--- config.mk ---
export PLATFORM = sky130hd
export DESIGN_NAME = vend_sequencer_flat
export DESIGN_NICKNAME = d
export VERILOG_FILES = /design/src/rtl/vend_sequencer_if.sv /design/src/rtl/vend_sequencer.sv /design/src/flat_wrapper.sv
export SDC_FILE = /design/constraint.sdc
export NUM_CORES = 1
export LEC_CHECK = 0
export CORE_MARGIN = 2
export CORE_UTILIZATION = 25
export DETAILED_ROUTE_END_ITERATION = 8
export DONT_BUFFER_PORTS = 1
export PLACE_DENSITY_LB_ADDON = 0.25
export SLEW_MARGIN = 40
export SYNTH_ARGS = -nofsm -noshare
export SYNTH_HDL_FRONTEND = slang
export SYNTH_SLANG_ARGS = --single-unit
--- constraint.sdc ---
create_clock -name i_clk -period 5.1 [get_ports i_clk]
set_input_delay 1.02 -clock i_clk [delete_from_list [all_inputs] [get_ports i_clk]]
set_output_delay 1.02 -clock i_clk [all_outputs]
set_load 0.02 [all_outputs]
--- src/rtl/vend_sequencer_if.sv ---
// Vending controller I/O bundle: selection switches, coin acceptor, product and change actuators.
// master drives the user/acceptor side, slave is the sequencer.
interface vend_sequencer_if;
  logic       sel_valid;
  logic [3:0] price_msb;
  logic [3:0] price_lsb;
  logic [3:0] coin;
  logic       cancel;
  logic       chg_ack;
  logic       product_out;
  logic [3:0] chg_coin;
  logic       coin_reject;
  logic       sel_error;
  logic       busy;
  logic [3:0] credit_msb;
  logic [3:0] credit_lsb;

  modport master (
    output sel_valid, price_msb, price_lsb, coin, cancel, chg_ack,
    input  product_out, chg_coin, coin_reject, sel_error, busy, credit_msb, credit_lsb
  );

  modport slave (
    input  sel_valid, price_msb, price_lsb, coin, cancel, chg_ack,
    output product_out, chg_coin, coin_reject, sel_error, busy, credit_msb, credit_lsb
  );
endinterface

--- src/rtl/vend_sequencer.sv ---
// One-transaction vending sequencer: price latch, coin accumulation, vend, and
// coin-by-coin change/refund payout. Money is counted in units of 10 sen.
//
// state   | meaning
// IDLE    | waiting for a valid selection, coins are rejected
// COLLECT | accumulating credit against the latched price, timeout running
// VEND    | product_out pulse, change = credit - price
// CHANGE  | paying out remaining change one greedy coin per chg_ack
module vend_sequencer #(
  parameter int TIMEOUT = 1000,
  parameter int TO_W    = 10
) (
  input logic             i_clk,
  input logic             i_reset,
  vend_sequencer_if.slave if_vend
);

  localparam logic [1:0] ST_IDLE    = 2'd0;
  localparam logic [1:0] ST_COLLECT = 2'd1;
  localparam logic [1:0] ST_VEND    = 2'd2;
  localparam logic [1:0] ST_CHANGE  = 2'd3;

  localparam logic [TO_W-1:0] TO_LAST = TO_W'(TIMEOUT - 1);

  logic [1:0]      r_state;
  logic [6:0]      r_price;
  logic [6:0]      r_credit;
  logic [TO_W-1:0] r_to_cnt;
  logic [3:0]      r_chg_coin;
  logic            r_product_out;
  logic            r_coin_reject;
  logic            r_sel_error;
  logic            r_busy;
  logic [3:0]      r_credit_msb;
  logic [3:0]      r_credit_lsb;

  logic [6:0]      w_coin_val;
  logic            w_coin_one;
  logic            w_coin_multi;
  logic            w_price_ok;
  logic [6:0]      w_price_val;
  logic [6:0]      w_credit_upd;
  logic            w_to_hit;
  logic [3:0]      w_greedy;
  logic [6:0]      w_chg_val;
  logic [6:0]      w_credit_sub;

  logic [1:0]      w_state_nxt;
  logic [6:0]      w_price_nxt;
  logic [6:0]      w_credit_nxt;
  logic [TO_W-1:0] w_to_nxt;
  logic [3:0]      w_chg_nxt;
  logic            w_product_nxt;
  logic            w_reject_nxt;
  logic            w_sel_err_nxt;

  always_comb begin
    w_coin_val = 7'd0;
    case (if_vend.coin)
      4'b0001: w_coin_val = 7'd1;
      4'b0010: w_coin_val = 7'd2;
      4'b0100: w_coin_val = 7'd5;
      4'b1000: w_coin_val = 7'd10;
      default: w_coin_val = 7'd0;
    endcase
  end

  assign w_coin_one   = (w_coin_val != 7'd0);
  assign w_coin_multi = (if_vend.coin != 4'd0) && !w_coin_one;

  assign w_price_ok  = (if_vend.price_msb <= 4'd9) && (if_vend.price_lsb <= 4'd9) &&
                       ((if_vend.price_msb | if_vend.price_lsb) != 4'd0);
  assign w_price_val = 7'(if_vend.price_msb) * 7'd10 + 7'(if_vend.price_lsb);

  // Credit peaks at 98 + 10 = 108, so 7 bits never wrap.
  assign w_credit_upd = w_coin_one ? (r_credit + w_coin_val) : r_credit;
  assign w_to_hit     = (r_to_cnt == TO_LAST);

  always_comb begin
    w_greedy = 4'b0001;
    if (r_credit >= 7'd10)
      w_greedy = 4'b1000;
    else if (r_credit >= 7'd5)
      w_greedy = 4'b0100;
    else if (r_credit >= 7'd2)
      w_greedy = 4'b0010;
  end

  always_comb begin
    w_chg_val = 7'd0;
    case (r_chg_coin)
      4'b0001: w_chg_val = 7'd1;
      4'b0010: w_chg_val = 7'd2;
      4'b0100: w_chg_val = 7'd5;
      4'b1000: w_chg_val = 7'd10;
      default: w_chg_val = 7'd0;
    endcase
  end

  assign w_credit_sub = r_credit - w_chg_val;

  always_comb begin
    w_state_nxt   = r_state;
    w_price_nxt   = r_price;
    w_credit_nxt  = r_credit;
    w_to_nxt      = r_to_cnt;
    w_chg_nxt     = r_chg_coin;
    w_product_nxt = 1'b0;
    w_reject_nxt  = 1'b0;
    w_sel_err_nxt = 1'b0;

    case (r_state)
      ST_IDLE: begin
        w_reject_nxt = (if_vend.coin != 4'd0);
        if (if_vend.sel_valid) begin
          if (w_price_ok) begin
            w_price_nxt  = w_price_val;
            w_credit_nxt = 7'd0;
            w_to_nxt     = '0;
            w_state_nxt  = ST_COLLECT;
          end else begin
            w_sel_err_nxt = 1'b1;
          end
        end
      end

      ST_COLLECT: begin
        w_reject_nxt = w_coin_multi;
        w_credit_nxt = w_credit_upd;
        // A coin that covers the price wins over a simultaneous cancel.
        if (w_credit_upd >= r_price) begin
          w_state_nxt   = ST_VEND;
          w_product_nxt = 1'b1;
        end else if (if_vend.cancel || (!w_coin_one && w_to_hit)) begin
          w_to_nxt    = '0;
          w_chg_nxt   = 4'd0;
          w_state_nxt = (w_credit_upd == 7'd0) ? ST_IDLE : ST_CHANGE;
        end else begin
          w_to_nxt = w_coin_one ? '0 : (r_to_cnt + TO_W'(1));
        end
      end

      ST_VEND: begin
        w_reject_nxt = (if_vend.coin != 4'd0);
        w_credit_nxt = r_credit - r_price;
        w_to_nxt     = '0;
        w_chg_nxt    = 4'd0;
        w_state_nxt  = (r_credit == r_price) ? ST_IDLE : ST_CHANGE;
      end

      ST_CHANGE: begin
        w_reject_nxt = (if_vend.coin != 4'd0);
        if (r_chg_coin == 4'd0) begin
          w_chg_nxt = w_greedy;
        end else if (if_vend.chg_ack) begin
          w_credit_nxt = w_credit_sub;
          w_chg_nxt    = 4'd0;
          if (w_credit_sub == 7'd0)
            w_state_nxt = ST_IDLE;
        end
      end

      default: begin
        w_state_nxt  = ST_IDLE;
        w_credit_nxt = 7'd0;
        w_chg_nxt    = 4'd0;
      end
    endcase
  end

  always_ff @(posedge i_clk) begin
    if (i_reset) begin
      r_state       <= ST_IDLE;
      r_price       <= 7'd0;
      r_credit      <= 7'd0;
      r_to_cnt      <= '0;
      r_chg_coin    <= 4'd0;
      r_product_out <= 1'b0;
      r_coin_reject <= 1'b0;
      r_sel_error   <= 1'b0;
      r_busy        <= 1'b0;
      r_credit_msb  <= 4'd0;
      r_credit_lsb  <= 4'd0;
    end else begin
      r_state       <= w_state_nxt;
      r_price       <= w_price_nxt;
      r_credit      <= w_credit_nxt;
      r_to_cnt      <= w_to_nxt;
      r_chg_coin    <= w_chg_nxt;
      r_product_out <= w_product_nxt;
      r_coin_reject <= w_reject_nxt;
      r_sel_error   <= w_sel_err_nxt;
      r_busy        <= (w_state_nxt != ST_IDLE);
      r_credit_msb  <= 4'(w_credit_nxt / 7'd10);
      r_credit_lsb  <= 4'(w_credit_nxt % 7'd10);
    end
  end

  assign if_vend.product_out = r_product_out;
  assign if_vend.chg_coin    = r_chg_coin;
  assign if_vend.coin_reject = r_coin_reject;
  assign if_vend.sel_error   = r_sel_error;
  assign if_vend.busy        = r_busy;
  assign if_vend.credit_msb  = r_credit_msb;
  assign if_vend.credit_lsb  = r_credit_lsb;

endmodule

--- src/flat_wrapper.sv ---
// flat-port wrapper written by rule: the top's interface ports become plain ports
module vend_sequencer_flat 
#(
  parameter int TIMEOUT = 1000,
  parameter int TO_W    = 10
)
  (i_clk, i_reset, if_vend_sel_valid, if_vend_price_msb, if_vend_price_lsb, if_vend_coin, if_vend_cancel, if_vend_chg_ack, if_vend_product_out, if_vend_chg_coin, if_vend_coin_reject, if_vend_sel_error, if_vend_busy, if_vend_credit_msb, if_vend_credit_lsb);
  vend_sequencer_if if_vend_i ();
  input logic i_clk;
  input logic i_reset;
  input wire logic [$bits(if_vend_i.sel_valid)-1:0] if_vend_sel_valid;
  input wire logic [$bits(if_vend_i.price_msb)-1:0] if_vend_price_msb;
  input wire logic [$bits(if_vend_i.price_lsb)-1:0] if_vend_price_lsb;
  input wire logic [$bits(if_vend_i.coin)-1:0] if_vend_coin;
  input wire logic [$bits(if_vend_i.cancel)-1:0] if_vend_cancel;
  input wire logic [$bits(if_vend_i.chg_ack)-1:0] if_vend_chg_ack;
  output wire logic [$bits(if_vend_i.product_out)-1:0] if_vend_product_out;
  output wire logic [$bits(if_vend_i.chg_coin)-1:0] if_vend_chg_coin;
  output wire logic [$bits(if_vend_i.coin_reject)-1:0] if_vend_coin_reject;
  output wire logic [$bits(if_vend_i.sel_error)-1:0] if_vend_sel_error;
  output wire logic [$bits(if_vend_i.busy)-1:0] if_vend_busy;
  output wire logic [$bits(if_vend_i.credit_msb)-1:0] if_vend_credit_msb;
  output wire logic [$bits(if_vend_i.credit_lsb)-1:0] if_vend_credit_lsb;
  assign if_vend_i.sel_valid = if_vend_sel_valid;
  assign if_vend_i.price_msb = if_vend_price_msb;
  assign if_vend_i.price_lsb = if_vend_price_lsb;
  assign if_vend_i.coin = if_vend_coin;
  assign if_vend_i.cancel = if_vend_cancel;
  assign if_vend_i.chg_ack = if_vend_chg_ack;
  assign if_vend_product_out = if_vend_i.product_out;
  assign if_vend_chg_coin = if_vend_i.chg_coin;
  assign if_vend_coin_reject = if_vend_i.coin_reject;
  assign if_vend_sel_error = if_vend_i.sel_error;
  assign if_vend_busy = if_vend_i.busy;
  assign if_vend_credit_msb = if_vend_i.credit_msb;
  assign if_vend_credit_lsb = if_vend_i.credit_lsb;
  vend_sequencer #(.TIMEOUT(TIMEOUT), .TO_W(TO_W)) u_core (.i_clk(i_clk), .i_reset(i_reset), .if_vend(if_vend_i));
endmodule
==> impl_metrics.tcl <==
set metrics [dict create \
    status "finished, final reports clean" \
    path_class "register to register" \
    portBuffers 0 \
    drt_iter0_markers 141 \
    cap_violations 0 \
    synth_fa_ha_area_share_pct 14.1 \
    totalWireLength_mm 11.0 \
    path_clk_slew_ns 0.07 \
    worstMarginPinSlew_ns 0.716 \
    grt_max_degree 32 \
    fin_setup_tns_ns 0 \
    num_rows 46 \
    start_util_pct 25.3 \
    synth_edf_count 0 \
    postCtsSetupRepairBufs 0 \
    drive_above_1_share_pct 13.8 \
    syn_inst 478 \
    rsz0062_at_grt "no" \
    first_pass_iters 4 \
    htree_num_levels 2 \
    min_period_ns 4.74 \
    grt_pass1_vias 3490 \
    synthArstFlopShare_pct 0 \
    grt_pass1_wl_mm 17.8 \
    hold_path_startpoint "u_core.r_price[2]" \
    ios 33 \
    die_w_um 130 \
    p_leak_nw 1.61 \
    tritoncts "built" \
    yosysWarnings 0 \
    r2r_slack_ns 0.36 \
    synthSimpleGateAreaFrac_pct 23.5 \
    root_buffer "clkbuf_16" \
    dpl-instance-area_mm2 0.00420 \
    avgSynthCellArea_um2 8.31 \
    hold_class "register to register" \
    ys_seq_area_share_pct 20.7 \
    fin_crit_sh_pct 93.0 \
    cp_num_buf_inv 1 \
    fin_cells 688 \
    ys_ff_latch 41 \
    timing.fmax_mhz 211 \
    min_to "u_core.r_price[2]" \
    finalHoldViolCount 0 \
    power_density_mw_per_mm2 430 \
    dp_hpwl_mm 8.58 \
    nets 528 \
    synthMuxAreaShare_pct 4.91 \
    crit_top_cell "ha_1" \
    gp_congestion 0.898 \
    viasPerCell 5.00 \
    antenna_found_initial 0 \
    postCtsHoldBufs 0 \
    synth_xor_xnor_area_share_pct 6.40 \
    die_y_um 130 \
    clock_latency_ns 0.29 \
    core_area_mm2 0.0157 \
    n_antenna_cell 0 \
    wl_per_cell_um 16.0 \
    synth_cell_types 82 \
    grt-ovfl-total 0 \
    worst_ep_arrival_time_ns 4.93 \
    clockBufferDepth 2 \
    drv_slew 0 \
    slew-limit-headroom_pct 52.2 \
    skew_ns 0.00513 \
    synth_top_family_by_area "compound AO/OA/AOI/OAI gates" \
    critPathCaptureType "register" \
    synth_compound_gate_area_share_pct 24.9 \
    crit_required_ns 5.28 \
    ant_nets 0 \
    worstRegToRegCells 19 \
    finish.instance_area_mm2 0.00435 \
    rr_startpoint "u_core.if_vend.chg_coin[0]" \
    dieArea_mm2 0.0169 \
    fin_util_pct 27.7 \
    timing.rr.end "u_core.if_vend.credit_lsb[1]" \
    cpMaxStageDelayCell "dfxtp_1" \
    synthToLayoutAreaGrowth_pct 9.61 \
    cp_top_family "compound AO/OA/AOI/OAI gates" \
    postSynthNetCount 535 \
    dp.cells 680 \
    cts_num_sinks 41 \
    crit_chain "xnor2_1 > nor3_1 > ha_1 > inv_1 > fa_1 > a21o_1 > a21oi_1 > nor4b_2 > mux2i_1 > o31ai_4 > a21oi_2 > nor2_1 > a22o_1 > a31oi_1 > ha_1 > nand2_1 > a31o_1 > a41o_2 > mux2_4" \
    grtUsageTotal_pct 13.3 \
    crit_fanout 7 \
    finalSetupViolCount 0 \
    cts_made_buffers 5 \
    vdd_ir_drop_max_mv 0.163 \
    drc 0 \
    critPathMaxStageDelay_ns 0.49 \
    synth_flop_cell "dfxtp_1" \
    hold-path-cell-count 2 \
    via_count 3438 \
    startpoint_type "register" \
    syn-cell-area_mm2 0.00397 \
]
[per-stage QoR]
stage               total power, mW  setup WS, ns  hold WS [ns]
CTS                            1.87         0.164         0.504
detailed placement             1.53         0.178         0.487
finish                         1.87         0.355         0.497
global placement               1.52         0.327         0.474
floorplan                      1.27         0.163         0.454
global route                   2.01         0.105         0.526
[logic make-up after synthesis]
logic type / Yosys count
fa+ha+maj: 42
flops: 41
simple gates: 178
xor+xnor: 29
mux: 18
compound gates: 123
buf+inv: 47
[cells in the final DEF, fill, tap and decap left out, types with 4 or more instances in the layout]
cell type / instances
inv_1: 21
nor3_1: 11
a211oi_1: 13
xor2_1: 9
nand2b_1: 5
nor4_1: 5
fa_1: 5
and3_1: 4
a21o_1: 10
a21oi_1: 25
ha_1: 35
or3_1: 6
nand4_1: 6
clkbuf_16: 5
o21ai_0: 20
nor2b_1: 10
and2_1: 6
dfxtp_1: 40
o22ai_1: 4
xnor2_1: 20
mux2i_1: 12
nand2_1: 28
mux2_2: 4
nand3_1: 17
nor2_1: 56
buf_4: 12
[final cells by class]
class	instances	area (um2)
fillers	1688	11400
well taps	216	270
flip-flops and latches	41	822
inverters	21	78.8
clock buffers	5	125
multi-input cells	390	2940
clock inverters	3	25.0
repair buffers	12	90.1
[worst register-to-register path: cells and delay by family, from the launching register on]
family | cells | cell delay [ns]
flip-flops | 1 | 0.49
XOR/XNOR | 1 | 0.12
multiplexers | 2 | 0.72
AND/OR/NAND/NOR | 4 | 0.65
adder cells (fa/ha/maj) | 3 | 0.88
buffers and inverters | 1 | 0.06
AO/OA/AOI/OAI | 8 | 1.73
[synthesized netlist by cell type, types with 3 or more instances]
master    number  area (um2)
nand3_1       17        85.1
nor4_1         5        31.3
nor2_1        56         210
ha_1          35         438
a211oi_1      13        97.6
buf_2          7        35.0
mux2_2         4        45.0
clkbuf_1      13        48.8
or2_2          3        18.8
buf_6          4        45.0
fa_1           5         100
xor2_1         9        78.8
nand2_1       28         105
nor2b_1       10        62.6
and3_1         4        25.0
o21ai_0       20         100
a21o_1        10        75.1
and2_1         6        37.5
or3_1          6        37.5
a21oi_1       25         125
nand2b_1       5        31.3
a22oi_1        3        22.5
o22ai_1        4        25.0
nor3_1        11        55.1
nand4_1        6        37.5
xnor2_1       20         175
mux2i_1       12         120
dfxtp_1       41         821
nor4b_1        4        35.0
inv_1         21        78.8
[registers in the layout (all words and copies together) (netlist names)]
name	cells
u_core.r_to_cnt	10
u_core.r_credit	7
u_core.r_price	7
u_core.if_vend.chg_coin	4
u_core.if_vend.credit_msb	4
u_core.if_vend.credit_lsb	3
u_core.r_state	2
u_core.if_vend.busy	1
u_core.if_vend.coin_reject	1
u_core.if_vend.product_out	1
u_core.if_vend.sel_error	1
[worst max path at each step]
stage	startpoint	to	slack [ns]	depth (start not counted)
2_1_floorplan	if_vend_coin[1]	u_core.if_vend.credit_lsb[1]	0.16	18
3_3_place_gp	if_vend_coin[3]	u_core.if_vend.credit_lsb[1]	0.33	18
3_5_place_dp	u_core.if_vend.chg_coin[3]	u_core.if_vend.credit_lsb[1]	0.18	17
4_1_cts	u_core.if_vend.chg_coin[3]	u_core.if_vend.credit_lsb[1]	0.16	17
5_1_grt	u_core.if_vend.chg_coin[0]	u_core.if_vend.credit_lsb[1]	0.11	19
6_report	u_core.if_vend.chg_coin[0]	u_core.if_vend.credit_lsb[1]	0.36	19
[what timing repair did]
item	CTS	global route
setup endpoints to repair	0	2
gates resized for setup	0	2
endpoints found under the hold margin	0	0
[power breakdown]
group / switching (mW) / leakage [nW] / internal, mW
Clock: 0.149 / 0.0704 / 0.184
Combinational: 0.657 / 1.21 / 0.429
Sequential: 0.0771 / 0.334 / 0.374
[routing by layer]
metal	global-route usage, %	share of wire (%)	up-vias
met5	0	0	-
met4	3.67	1.4	0
met3	2.54	6.2	15
met2	21.9	45	82
met1	18.0	48	1609
li1	-	-	1732
Power figures use the tool's default switching activity.
